<file path="src/rtl/reorder_buffer_retire_ctrl_pkg.sv">
// Shared widths, FSM state encodings and retire-width codes for the ROB commit stage.
package reorder_buffer_retire_ctrl_pkg;

    localparam int TAG_BITS_SIZE = 4;
    localparam int REG_ADDR_BITS = 4;
    localparam int DATA_WIDTH    = 32;
    localparam int PC_WIDTH      = 32;
    localparam int COUNT_WIDTH   = 32;

    typedef enum logic [1:0] {
        ST_RUN   = 2'd0,
        ST_WAIT  = 2'd1,
        ST_FLUSH = 2'd2
    } retire_state_e;

    typedef enum logic [1:0] {
        RW_NONE = 2'd0,
        RW_ONE  = 2'd1,
        RW_TWO  = 2'd2
    } retire_width_e;

    // Retired-instruction counter advance; wraps modulo 2**32.
    function automatic logic [COUNT_WIDTH-1:0] rob_count_next(
        input logic [COUNT_WIDTH-1:0] count,
        input logic [1:0]             inc
    );
        return count + {{(COUNT_WIDTH-2){1'b0}}, inc};
    endfunction

endpackage

</file>
<file path="src/rtl/reorder_buffer_retire_ctrl_if.sv">
// ROB head view plus retire outputs (shift pulses, RF write ports, flush/redirect).
interface reorder_buffer_retire_ctrl_if
    import reorder_buffer_retire_ctrl_pkg::*;
#(
    parameter int TAG_W  = TAG_BITS_SIZE,
    parameter int ADDR_W = REG_ADDR_BITS,
    parameter int DATA_W = DATA_WIDTH,
    parameter int PC_W   = PC_WIDTH
);
    logic [TAG_W-1:0]       rob_status_in;

    logic                   head0_ready_in;
    logic                   head0_dest_valid_in;
    logic                   head0_exception_in;
    logic                   head0_mispredict_in;
    logic [ADDR_W-1:0]      head0_dest_in;
    logic [DATA_W-1:0]      head0_data_in;
    logic [PC_W-1:0]        head0_pc_in;
    logic [PC_W-1:0]        head0_target_in;

    logic                   head1_ready_in;
    logic                   head1_dest_valid_in;
    logic                   head1_exception_in;
    logic                   head1_mispredict_in;
    logic [ADDR_W-1:0]      head1_dest_in;
    logic [DATA_W-1:0]      head1_data_in;
    logic [PC_W-1:0]        head1_pc_in;
    logic [PC_W-1:0]        head1_target_in;

    logic                   reorder_buffer_shift_out;
    logic                   reorder_buffer_shift_2_out;
    logic                   rf_we0_out;
    logic                   rf_we1_out;
    logic [ADDR_W-1:0]      rf_addr0_out;
    logic [ADDR_W-1:0]      rf_addr1_out;
    logic [DATA_W-1:0]      rf_data0_out;
    logic [DATA_W-1:0]      rf_data1_out;
    logic                   flush_out;
    logic [PC_W-1:0]        redirect_pc_out;
    logic                   exception_out;
    logic [31:0]            retire_count_out;

    modport slave (
        input  rob_status_in,
        input  head0_ready_in, head0_dest_valid_in, head0_exception_in, head0_mispredict_in,
        input  head0_dest_in, head0_data_in, head0_pc_in, head0_target_in,
        input  head1_ready_in, head1_dest_valid_in, head1_exception_in, head1_mispredict_in,
        input  head1_dest_in, head1_data_in, head1_pc_in, head1_target_in,
        output reorder_buffer_shift_out, reorder_buffer_shift_2_out,
        output rf_we0_out, rf_we1_out, rf_addr0_out, rf_addr1_out, rf_data0_out, rf_data1_out,
        output flush_out, redirect_pc_out, exception_out, retire_count_out
    );

    modport master (
        output rob_status_in,
        output head0_ready_in, head0_dest_valid_in, head0_exception_in, head0_mispredict_in,
        output head0_dest_in, head0_data_in, head0_pc_in, head0_target_in,
        output head1_ready_in, head1_dest_valid_in, head1_exception_in, head1_mispredict_in,
        output head1_dest_in, head1_data_in, head1_pc_in, head1_target_in,
        input  reorder_buffer_shift_out, reorder_buffer_shift_2_out,
        input  rf_we0_out, rf_we1_out, rf_addr0_out, rf_addr1_out, rf_data0_out, rf_data1_out,
        input  flush_out, redirect_pc_out, exception_out, retire_count_out
    );

endinterface

</file>
<file path="src/rtl/reorder_buffer_retire_ctrl_select.sv">
// Combinational eligibility and retire-width decision for the two oldest ROB entries.
module reorder_buffer_retire_select
    import reorder_buffer_retire_ctrl_pkg::*;
#(
    parameter int TAG_W = TAG_BITS_SIZE
) (
    input  logic [TAG_W-1:0] i_rob_status,
    input  logic             i_head0_ready,
    input  logic             i_head0_exception,
    input  logic             i_head0_mispredict,
    input  logic             i_head1_ready,
    input  logic             i_head1_exception,
    input  logic             i_head1_mispredict,
    output logic             o_e0,
    output logic             o_e1,
    output logic             o_head0_fault,
    output retire_width_e    o_width
);
    logic w_status_ge1;
    logic w_status_ge2;
    logic w_head1_fault;

    assign w_status_ge1  = (i_rob_status != '0);
    assign w_status_ge2  = (i_rob_status > TAG_W'(1));
    assign o_head0_fault = i_head0_exception | i_head0_mispredict;
    assign w_head1_fault = i_head1_exception | i_head1_mispredict;

    assign o_e0 = w_status_ge1 & i_head0_ready;
    assign o_e1 = o_e0 & w_status_ge2 & i_head1_ready & ~o_head0_fault;

    // A faulting head1 still lets head0 retire alone; it reaches head0 next decision.
    always_comb begin
        o_width = RW_NONE;
        if (o_e0) begin
            if (o_head0_fault) begin
                o_width = RW_ONE;
            end else if (o_e1 && !w_head1_fault) begin
                o_width = RW_TWO;
            end else begin
                o_width = RW_ONE;
            end
        end
    end

endmodule

</file>
<file path="src/rtl/reorder_buffer_retire_ctrl.sv">
// In-order commit at the ROB head: retires 0/1/2 entries, writes the RF, flushes on faults.
//   state    | meaning
//   ST_RUN   | inspect head0/head1 and retire up to two
//   ST_WAIT  | one bubble while the ROB shifts
//   ST_FLUSH | flush issued; hold until the ROB reports empty
module reorder_buffer_retire_ctrl
    import reorder_buffer_retire_ctrl_pkg::*;
#(
    parameter int TAG_W  = TAG_BITS_SIZE,
    parameter int ADDR_W = REG_ADDR_BITS,
    parameter int DATA_W = DATA_WIDTH,
    parameter int PC_W   = PC_WIDTH
) (
    input  logic                         clk_in,
    input  logic                         reset_in,
    reorder_buffer_retire_ctrl_if.slave  rob
);
    retire_state_e      r_state;
    retire_state_e      w_state_next;

    logic               r_shift, r_shift_2, r_we0, r_we1, r_flush, r_exception;
    logic [ADDR_W-1:0]  r_addr0, r_addr1;
    logic [DATA_W-1:0]  r_data0, r_data1;
    logic [PC_W-1:0]    r_redirect;
    logic [COUNT_WIDTH-1:0] r_count;

    logic               w_shift, w_shift_2, w_we0, w_we1, w_flush, w_exception;
    logic [ADDR_W-1:0]  w_addr0, w_addr1;
    logic [DATA_W-1:0]  w_data0, w_data1;
    logic [PC_W-1:0]    w_redirect;
    logic [COUNT_WIDTH-1:0] w_count_next;

    logic               w_e0, w_e1, w_head0_fault;
    retire_width_e      w_width;
    logic               w_unused_fields;

    // Exceptions vector to 0, so the PCs and head1's target are never needed here.
    assign w_unused_fields = ^{rob.head0_pc_in, rob.head1_pc_in, rob.head1_target_in, w_e1};

    reorder_buffer_retire_select #(
        .TAG_W (TAG_W)
    ) u_select (
        .i_rob_status       (rob.rob_status_in),
        .i_head0_ready      (rob.head0_ready_in),
        .i_head0_exception  (rob.head0_exception_in),
        .i_head0_mispredict (rob.head0_mispredict_in),
        .i_head1_ready      (rob.head1_ready_in),
        .i_head1_exception  (rob.head1_exception_in),
        .i_head1_mispredict (rob.head1_mispredict_in),
        .o_e0               (w_e0),
        .o_e1               (w_e1),
        .o_head0_fault      (w_head0_fault),
        .o_width            (w_width)
    );

    always_ff @(posedge clk_in) begin
        if (reset_in) begin
            r_state     <= ST_RUN;
            r_shift     <= 1'b0;
            r_shift_2   <= 1'b0;
            r_we0       <= 1'b0;
            r_we1       <= 1'b0;
            r_addr0     <= '0;
            r_addr1     <= '0;
            r_data0     <= '0;
            r_data1     <= '0;
            r_flush     <= 1'b0;
            r_redirect  <= '0;
            r_exception <= 1'b0;
            r_count     <= '0;
        end else begin
            r_state     <= w_state_next;
            r_shift     <= w_shift;
            r_shift_2   <= w_shift_2;
            r_we0       <= w_we0;
            r_we1       <= w_we1;
            r_addr0     <= w_addr0;
            r_addr1     <= w_addr1;
            r_data0     <= w_data0;
            r_data1     <= w_data1;
            r_flush     <= w_flush;
            r_redirect  <= w_redirect;
            r_exception <= w_exception;
            r_count     <= w_count_next;
        end
    end

    always_comb begin
        w_state_next = r_state;
        w_shift      = 1'b0;
        w_shift_2    = 1'b0;
        w_we0        = 1'b0;
        w_we1        = 1'b0;
        w_addr0      = '0;
        w_addr1      = '0;
        w_data0      = '0;
        w_data1      = '0;
        w_flush      = 1'b0;
        w_redirect   = '0;
        w_exception  = 1'b0;
        w_count_next = r_count;

        case (r_state)
            ST_RUN: begin
                if (w_width == RW_TWO) begin
                    w_shift_2    = 1'b1;
                    w_we0        = rob.head0_dest_valid_in;
                    w_we1        = rob.head1_dest_valid_in;
                    w_count_next = rob_count_next(r_count, 2'd2);
                    w_state_next = ST_WAIT;
                end else if (w_width == RW_ONE) begin
                    w_shift      = 1'b1;
                    w_count_next = rob_count_next(r_count, 2'd1);
                    if (w_head0_fault) begin
                        // Exception wins over mispredict: no write, vector 0.
                        w_flush      = 1'b1;
                        w_exception  = rob.head0_exception_in;
                        w_we0        = rob.head0_dest_valid_in & ~rob.head0_exception_in;
                        w_redirect   = rob.head0_exception_in ? '0 : rob.head0_target_in;
                        w_state_next = ST_FLUSH;
                    end else begin
                        w_we0        = rob.head0_dest_valid_in;
                        w_state_next = ST_WAIT;
                    end
                end
                if (w_we0) begin
                    w_addr0 = rob.head0_dest_in;
                    w_data0 = rob.head0_data_in;
                end
                if (w_we1) begin
                    w_addr1 = rob.head1_dest_in;
                    w_data1 = rob.head1_data_in;
                end
            end
            ST_WAIT: begin
                w_state_next = ST_RUN;
            end
            ST_FLUSH: begin
                if (rob.rob_status_in == '0) begin
                    w_state_next = ST_RUN;
                end
            end
            default: begin
                w_state_next = ST_RUN;
            end
        endcase
    end

    assign rob.reorder_buffer_shift_out   = r_shift;
    assign rob.reorder_buffer_shift_2_out = r_shift_2;
    assign rob.rf_we0_out                 = r_we0;
    assign rob.rf_we1_out                 = r_we1;
    assign rob.rf_addr0_out               = r_addr0;
    assign rob.rf_addr1_out               = r_addr1;
    assign rob.rf_data0_out               = r_data0;
    assign rob.rf_data1_out               = r_data1;
    assign rob.flush_out                  = r_flush;
    assign rob.redirect_pc_out            = r_redirect;
    assign rob.exception_out              = r_exception;
    assign rob.retire_count_out           = r_count;

endmodule

</file>
<file path="src/flat_wrapper.sv">
// flat-port wrapper written by rule: the top's interface ports become plain ports
module reorder_buffer_retire_ctrl_flat import reorder_buffer_retire_ctrl_pkg::*;
#(
    parameter int TAG_W  = TAG_BITS_SIZE,
    parameter int ADDR_W = REG_ADDR_BITS,
    parameter int DATA_W = DATA_WIDTH,
    parameter int PC_W   = PC_WIDTH
)
  (clk_in, reset_in, rob_rob_status_in, rob_head0_ready_in, rob_head0_dest_valid_in, rob_head0_exception_in, rob_head0_mispredict_in, rob_head0_dest_in, rob_head0_data_in, rob_head0_pc_in, rob_head0_target_in, rob_head1_ready_in, rob_head1_dest_valid_in, rob_head1_exception_in, rob_head1_mispredict_in, rob_head1_dest_in, rob_head1_data_in, rob_head1_pc_in, rob_head1_target_in, rob_reorder_buffer_shift_out, rob_reorder_buffer_shift_2_out, rob_rf_we0_out, rob_rf_we1_out, rob_rf_addr0_out, rob_rf_addr1_out, rob_rf_data0_out, rob_rf_data1_out, rob_flush_out, rob_redirect_pc_out, rob_exception_out, rob_retire_count_out);
  reorder_buffer_retire_ctrl_if #(.TAG_W(TAG_W), .ADDR_W(ADDR_W), .DATA_W(DATA_W), .PC_W(PC_W)) rob_i ();
  input  logic clk_in;
  input  logic reset_in;
  input wire logic [$bits(rob_i.rob_status_in)-1:0] rob_rob_status_in;
  input wire logic [$bits(rob_i.head0_ready_in)-1:0] rob_head0_ready_in;
  input wire logic [$bits(rob_i.head0_dest_valid_in)-1:0] rob_head0_dest_valid_in;
  input wire logic [$bits(rob_i.head0_exception_in)-1:0] rob_head0_exception_in;
  input wire logic [$bits(rob_i.head0_mispredict_in)-1:0] rob_head0_mispredict_in;
  input wire logic [$bits(rob_i.head0_dest_in)-1:0] rob_head0_dest_in;
  input wire logic [$bits(rob_i.head0_data_in)-1:0] rob_head0_data_in;
  input wire logic [$bits(rob_i.head0_pc_in)-1:0] rob_head0_pc_in;
  input wire logic [$bits(rob_i.head0_target_in)-1:0] rob_head0_target_in;
  input wire logic [$bits(rob_i.head1_ready_in)-1:0] rob_head1_ready_in;
  input wire logic [$bits(rob_i.head1_dest_valid_in)-1:0] rob_head1_dest_valid_in;
  input wire logic [$bits(rob_i.head1_exception_in)-1:0] rob_head1_exception_in;
  input wire logic [$bits(rob_i.head1_mispredict_in)-1:0] rob_head1_mispredict_in;
  input wire logic [$bits(rob_i.head1_dest_in)-1:0] rob_head1_dest_in;
  input wire logic [$bits(rob_i.head1_data_in)-1:0] rob_head1_data_in;
  input wire logic [$bits(rob_i.head1_pc_in)-1:0] rob_head1_pc_in;
  input wire logic [$bits(rob_i.head1_target_in)-1:0] rob_head1_target_in;
  output wire logic [$bits(rob_i.reorder_buffer_shift_out)-1:0] rob_reorder_buffer_shift_out;
  output wire logic [$bits(rob_i.reorder_buffer_shift_2_out)-1:0] rob_reorder_buffer_shift_2_out;
  output wire logic [$bits(rob_i.rf_we0_out)-1:0] rob_rf_we0_out;
  output wire logic [$bits(rob_i.rf_we1_out)-1:0] rob_rf_we1_out;
  output wire logic [$bits(rob_i.rf_addr0_out)-1:0] rob_rf_addr0_out;
  output wire logic [$bits(rob_i.rf_addr1_out)-1:0] rob_rf_addr1_out;
  output wire logic [$bits(rob_i.rf_data0_out)-1:0] rob_rf_data0_out;
  output wire logic [$bits(rob_i.rf_data1_out)-1:0] rob_rf_data1_out;
  output wire logic [$bits(rob_i.flush_out)-1:0] rob_flush_out;
  output wire logic [$bits(rob_i.redirect_pc_out)-1:0] rob_redirect_pc_out;
  output wire logic [$bits(rob_i.exception_out)-1:0] rob_exception_out;
  output wire logic [$bits(rob_i.retire_count_out)-1:0] rob_retire_count_out;
  assign rob_i.rob_status_in = rob_rob_status_in;
  assign rob_i.head0_ready_in = rob_head0_ready_in;
  assign rob_i.head0_dest_valid_in = rob_head0_dest_valid_in;
  assign rob_i.head0_exception_in = rob_head0_exception_in;
  assign rob_i.head0_mispredict_in = rob_head0_mispredict_in;
  assign rob_i.head0_dest_in = rob_head0_dest_in;
  assign rob_i.head0_data_in = rob_head0_data_in;
  assign rob_i.head0_pc_in = rob_head0_pc_in;
  assign rob_i.head0_target_in = rob_head0_target_in;
  assign rob_i.head1_ready_in = rob_head1_ready_in;
  assign rob_i.head1_dest_valid_in = rob_head1_dest_valid_in;
  assign rob_i.head1_exception_in = rob_head1_exception_in;
  assign rob_i.head1_mispredict_in = rob_head1_mispredict_in;
  assign rob_i.head1_dest_in = rob_head1_dest_in;
  assign rob_i.head1_data_in = rob_head1_data_in;
  assign rob_i.head1_pc_in = rob_head1_pc_in;
  assign rob_i.head1_target_in = rob_head1_target_in;
  assign rob_reorder_buffer_shift_out = rob_i.reorder_buffer_shift_out;
  assign rob_reorder_buffer_shift_2_out = rob_i.reorder_buffer_shift_2_out;
  assign rob_rf_we0_out = rob_i.rf_we0_out;
  assign rob_rf_we1_out = rob_i.rf_we1_out;
  assign rob_rf_addr0_out = rob_i.rf_addr0_out;
  assign rob_rf_addr1_out = rob_i.rf_addr1_out;
  assign rob_rf_data0_out = rob_i.rf_data0_out;
  assign rob_rf_data1_out = rob_i.rf_data1_out;
  assign rob_flush_out = rob_i.flush_out;
  assign rob_redirect_pc_out = rob_i.redirect_pc_out;
  assign rob_exception_out = rob_i.exception_out;
  assign rob_retire_count_out = rob_i.retire_count_out;
  reorder_buffer_retire_ctrl #(.TAG_W(TAG_W), .ADDR_W(ADDR_W), .DATA_W(DATA_W), .PC_W(PC_W)) u_core (.clk_in(clk_in), .reset_in(reset_in), .rob(rob_i));
endmodule
</file>
<file path="config.mk">
export PLATFORM = sky130hd
export DESIGN_NAME = reorder_buffer_retire_ctrl_flat
export DESIGN_NICKNAME = d
export VERILOG_FILES = /design/src/rtl/reorder_buffer_retire_ctrl_pkg.sv /design/src/rtl/reorder_buffer_retire_ctrl_if.sv /design/src/rtl/reorder_buffer_retire_ctrl_select.sv /design/src/rtl/reorder_buffer_retire_ctrl.sv /design/src/flat_wrapper.sv
export SDC_FILE = /design/constraint.sdc
export NUM_CORES = 1
export LEC_CHECK = 0
export ABC_CLOCK_PERIOD_IN_PS = 4350
export BUFFER_PORTS_ARGS = -buffer_cell sky130_fd_sc_hd__buf_2
export CAP_MARGIN = 20
export CORE_AREA = 2 2 136 138
export CTS_CLUSTER_DIAMETER = 30
export DETAILED_ROUTE_END_ITERATION = 12
export DIE_AREA = 0 0 138 140
export GPL_TIMING_DRIVEN = 0
export PLACE_DENSITY = 0.55
export RECOVER_POWER = 100
export SETUP_SLACK_MARGIN = 0.2
export SYNTH_ARGS = -nofsm -noshare
export SYNTH_HDL_FRONTEND = slang
export SYNTH_SLANG_ARGS = --single-unit
export TNS_END_PERCENT = 1
</file>
<file path="constraint.sdc">
create_clock -name clk_in -period 4.35 [get_ports clk_in]
set_input_delay 0.435 -clock clk_in [delete_from_list [all_inputs] [get_ports clk_in]]
set_output_delay 0.435 -clock clk_in [all_outputs]
set_load 0.05 [all_outputs]
</file>
==> results.toml <==
[run_status]
outcome = "complete, but fails checks"
violations = "capacitance limit, slew limit"

[drt]
antenna_left = 0
vias = 4267
drc = 0
wl_per_cell_um = 14.9
vias_per_cell = 4.37
firstDrtPassIters = 4
drt-initial-drc-count = 184
drt-total-wl_um = 14600

[setup_path]
critPathKind = "reg2reg"
critPathSlowestCell = "nor4b_1"
crit_fanout = 10
critPathMaxStageDelay_ps = 1340
path_cells = "nor3b_1, o21ai_0, nor4b_1, clkbuf_1, and2_0"
endpoint_kind = "register"
start_kind = "register"
arrival_ps = 3180
worstPathRequired_ps = 4710

[clock_network]
cts_tree = "built"
clk_latency_ps = 420
clockRootBuffer = "clkbuf_16"
cts_sinks = 144
cts_made_buffers = 17
post_cts_buffers = 0
cts.clk_slew.worst_paths_ps = 70
cts_resized = 0
htreeDepth = 4
cts_hold_buf = 0
clk_path_buf_depth = 2

[finish]
multiInputGateArea_sq_mm = 0.00175
fillers = 1914
regArea_sq_mm = 0.00288
fin_util_pct = 38.0
nNetsFinal = 949
synthToLayoutAreaGrowth_pct = 42.5
drive_above_1_share_pct = 20.6

[synthesis]
syn_area_sq_mm = 0.00474
synth_compound_area_share_pct = 7.47
syn_inst = 454
ys_warn_count = 0
synthXorXnorAreaFrac_pct = 1.85
postSynthNetCount = 670
synth_seq_cells = 144
synth_top_family_by_area = "simple AND/OR/NAND/NOR gates"
yosysUniqueCellTypes = 43
postSynthAreaPerCell_sq_um = 10.4
synth_simple_gate_area_share_pct = 26.9
muxShareOfSynthArea_pct = 0.238
ys_seq_area_share_pct = 60.8
synth_adder_area_share_pct = 0.528

[die]
die_area_sq_mm = 0.0193
core_sq_mm = 0.0178
start_util_pct = 26.7
die_x_um = 138
ios = 356
core.rowCount = 49
die-height_um = 140

[power_and_ir_drop]
vdd_drop_max_v = 0.000253
power_mw = 3.03
power.internal_mw = 2.27
seq_power_share_pct = 44.2
p_sw_uw = 760
leakage_nw = 2.74
combPwrFrac_pct = 5.4
swShare_pct = 25.1
clockPowerShare_pct = 50.4
power_density_mw_per_mm2 = 448

[global_routing]
grt_overflow = 0
met3_usage_pct = 6.84
antenna_found_initial = 5
grt_max_degree = 17
grt_pass1_vias = 4213
grt_use_met1_pct = 17.3
grt-busiest-layer = "met2"
grt_pass1_wl_um = 22700
grt_use_met2_pct = 23.9
grt.total_usage_pct = 15.0

[sta]
finalSetupViolations = 0
post-route-period-util_pct = 64.8
finalCriticalPeriod_ps = 2820
hold_viol_final = 0
clock_skew_ps = 9.18
report.final.slew_viol_count = 11
relSlewSlack_pct = -2.82
max_freq_mhz = 355
rsz0062_at_grt = "false"
finalSetupTns_ps = 0
worst_pin_slew_ps = 1520

[hold_path]
hold_class = "in2reg"

[placed_design]
dp_hpwl_um = 11100
place_congestion = 0.741
port_buffers = 259

[run]
drv_cap = 1
==> worst max-delay path, delay by kind of cell (launching register included) <==
kind	cells	cell delay, ps
AND/OR/NAND/NOR	3	1740
buffers and inverters	1	360
AO/OA/AOI/OAI	1	340
flip-flops	1	310
==> cells in the mapped netlist, drive strengths merged <==
cell / number / area (sq um)
dfxtp: 144 / 2880
and2: 73 / 457
and3: 37 / 231
a21oi: 27 / 135
nor2: 26 / 97.6
clkbuf: 21 / 78.8
nand4: 15 / 93.8
o21ai: 15 / 75.1
or3: 14 / 87.6
nand2: 8 / 30.0
nand3: 8 / 40.0
nor3: 8 / 40.0
xor2: 8 / 70.1
o31ai: 7 / 57.6
or4: 6 / 45.0
nor4: 5 / 46.3
a31oi: 3 / 18.8
inv: 3 / 11.3
nor4b: 3 / 38.8
and4: 2 / 17.5
buf: 2 / 12.5
ha: 2 / 25.0
xnor2: 2 / 17.5
a2111o: 1 / 11.3
a211oi: 1 / 7.51
a21o: 1 / 7.51
a221oi: 1 / 8.76
a31o: 1 / 8.76
a41oi: 1 / 8.76
and3b: 1 / 8.76
mux2: 1 / 11.3
nand4b: 1 / 8.76
nor2b: 1 / 6.26
nor3b: 1 / 7.51
o211ai: 1 / 7.51
o21bai: 1 / 7.51
or2: 1 / 6.26
or4b: 1 / 13.8
==> power groups by stage <==
stage / logic, mW / registers [mW] / clock network, mW
finish: 0.162 / 1.34 / 1.53
global route: 0.177 / 1.34 / 1.63
CTS: 0.170 / 1.34 / 1.58
detailed placement: 0.170 / 1.37 / 0
global placement: 0.169 / 1.37 / 0
floorplan: 0.0380 / 1.42 / 0
==> metrics by stage <==
stage	cell area (sq um)	hold slack, ps	instances	setup WS [ps]
CTS	6940	184	975	2010
global route	6750	187	976	984
floorplan	4740	401	454	2060
global placement	6320	421	942	1570
detailed placement	6330	422	943	1660
finish	6750	204	976	1530
==> cell families (layout without fill, tap and decap cells) <==
logic type / count (synthesis) / after routing
AOI/OAI and AO/OA: 60 / 60
xor gates and xnor gates: 10 / 10
adders and majority gates: 2 / 2
buffers and inverters: 26 / 318
DFF: 144 / 144
muxes: 1 / 1
other: 0 / 1
and+or+nand+nor: 211 / 211
==> final timing paths <==
check | startpoint | endpoint | slack [ps] | depth (start not counted)
hold / removal | rob_head0_target_in[15] | u_core.rob.redirect_pc_out[15] | 200 | 2
setup reg to reg | u_core.r_state[1] | u_core.rob.rf_data0_out[2] | 1530 | 5
hold reg to reg | u_core.r_state[0] | u_core.r_state[1] | 430 | 1
setup / recovery | u_core.r_state[1] | u_core.rob.rf_data0_out[2] | 1530 | 5
==> placed cells by master, fill, tap and decap left out, types with 4 or more instances in the layout <==
master / instances
or4_1: 6
inv_8: 6
o31ai_1: 6
nand2_1: 8
nand4_1: 15
buf_2: 115
xor2_1: 8
nor4_1: 4
dfxtp_1: 144
and2_0: 29
o21ai_0: 15
and2_1: 44
nand3_1: 8
a21oi_1: 27
and3_1: 37
clkbuf_16: 17
or3_1: 14
clkbuf_1: 167
nor3_1: 8
nor2_1: 26
==> state kept, by name, summed over array words and instances (netlist names) <==
register                               flops
u_core.rob.redirect_pc_out                32
u_core.rob.retire_count_out               32
u_core.rob.rf_data0_out                   32
u_core.rob.rf_data1_out                   32
u_core.rob.rf_addr0_out                    4
u_core.rob.rf_addr1_out                    4
u_core.r_state                             2
u_core.rob.exception_out                   1
u_core.rob.flush_out                       1
u_core.rob.reorder_buffer_shift_2_out      1
u_core.rob.reorder_buffer_shift_out        1
u_core.rob.rf_we0_out                      1
u_core.rob.rf_we1_out                      1
==> routing by layer <==
metal / part of all wire, % / vias up
li1: - / 2148
met1: 42 / 1919
met2: 47 / 178
met3: 9.5 / 20
met4: 2.1 / 2
met5: 0.089 / -
==> final cells by class <==
type	count	share of cell area, %
Buffer	23	1.33
Clock inverter	15	2.78
Multi-Input combinational cell	284	25.9
Timing Repair Buffer	260	16.6
Inverter	3	0.167
Tap cell	229	4.24
Antenna cell	1	0.0371
Clock buffer	17	6.30
Sequential cell	144	42.7
No activity file was read; power rests on OpenSTA's default activity.
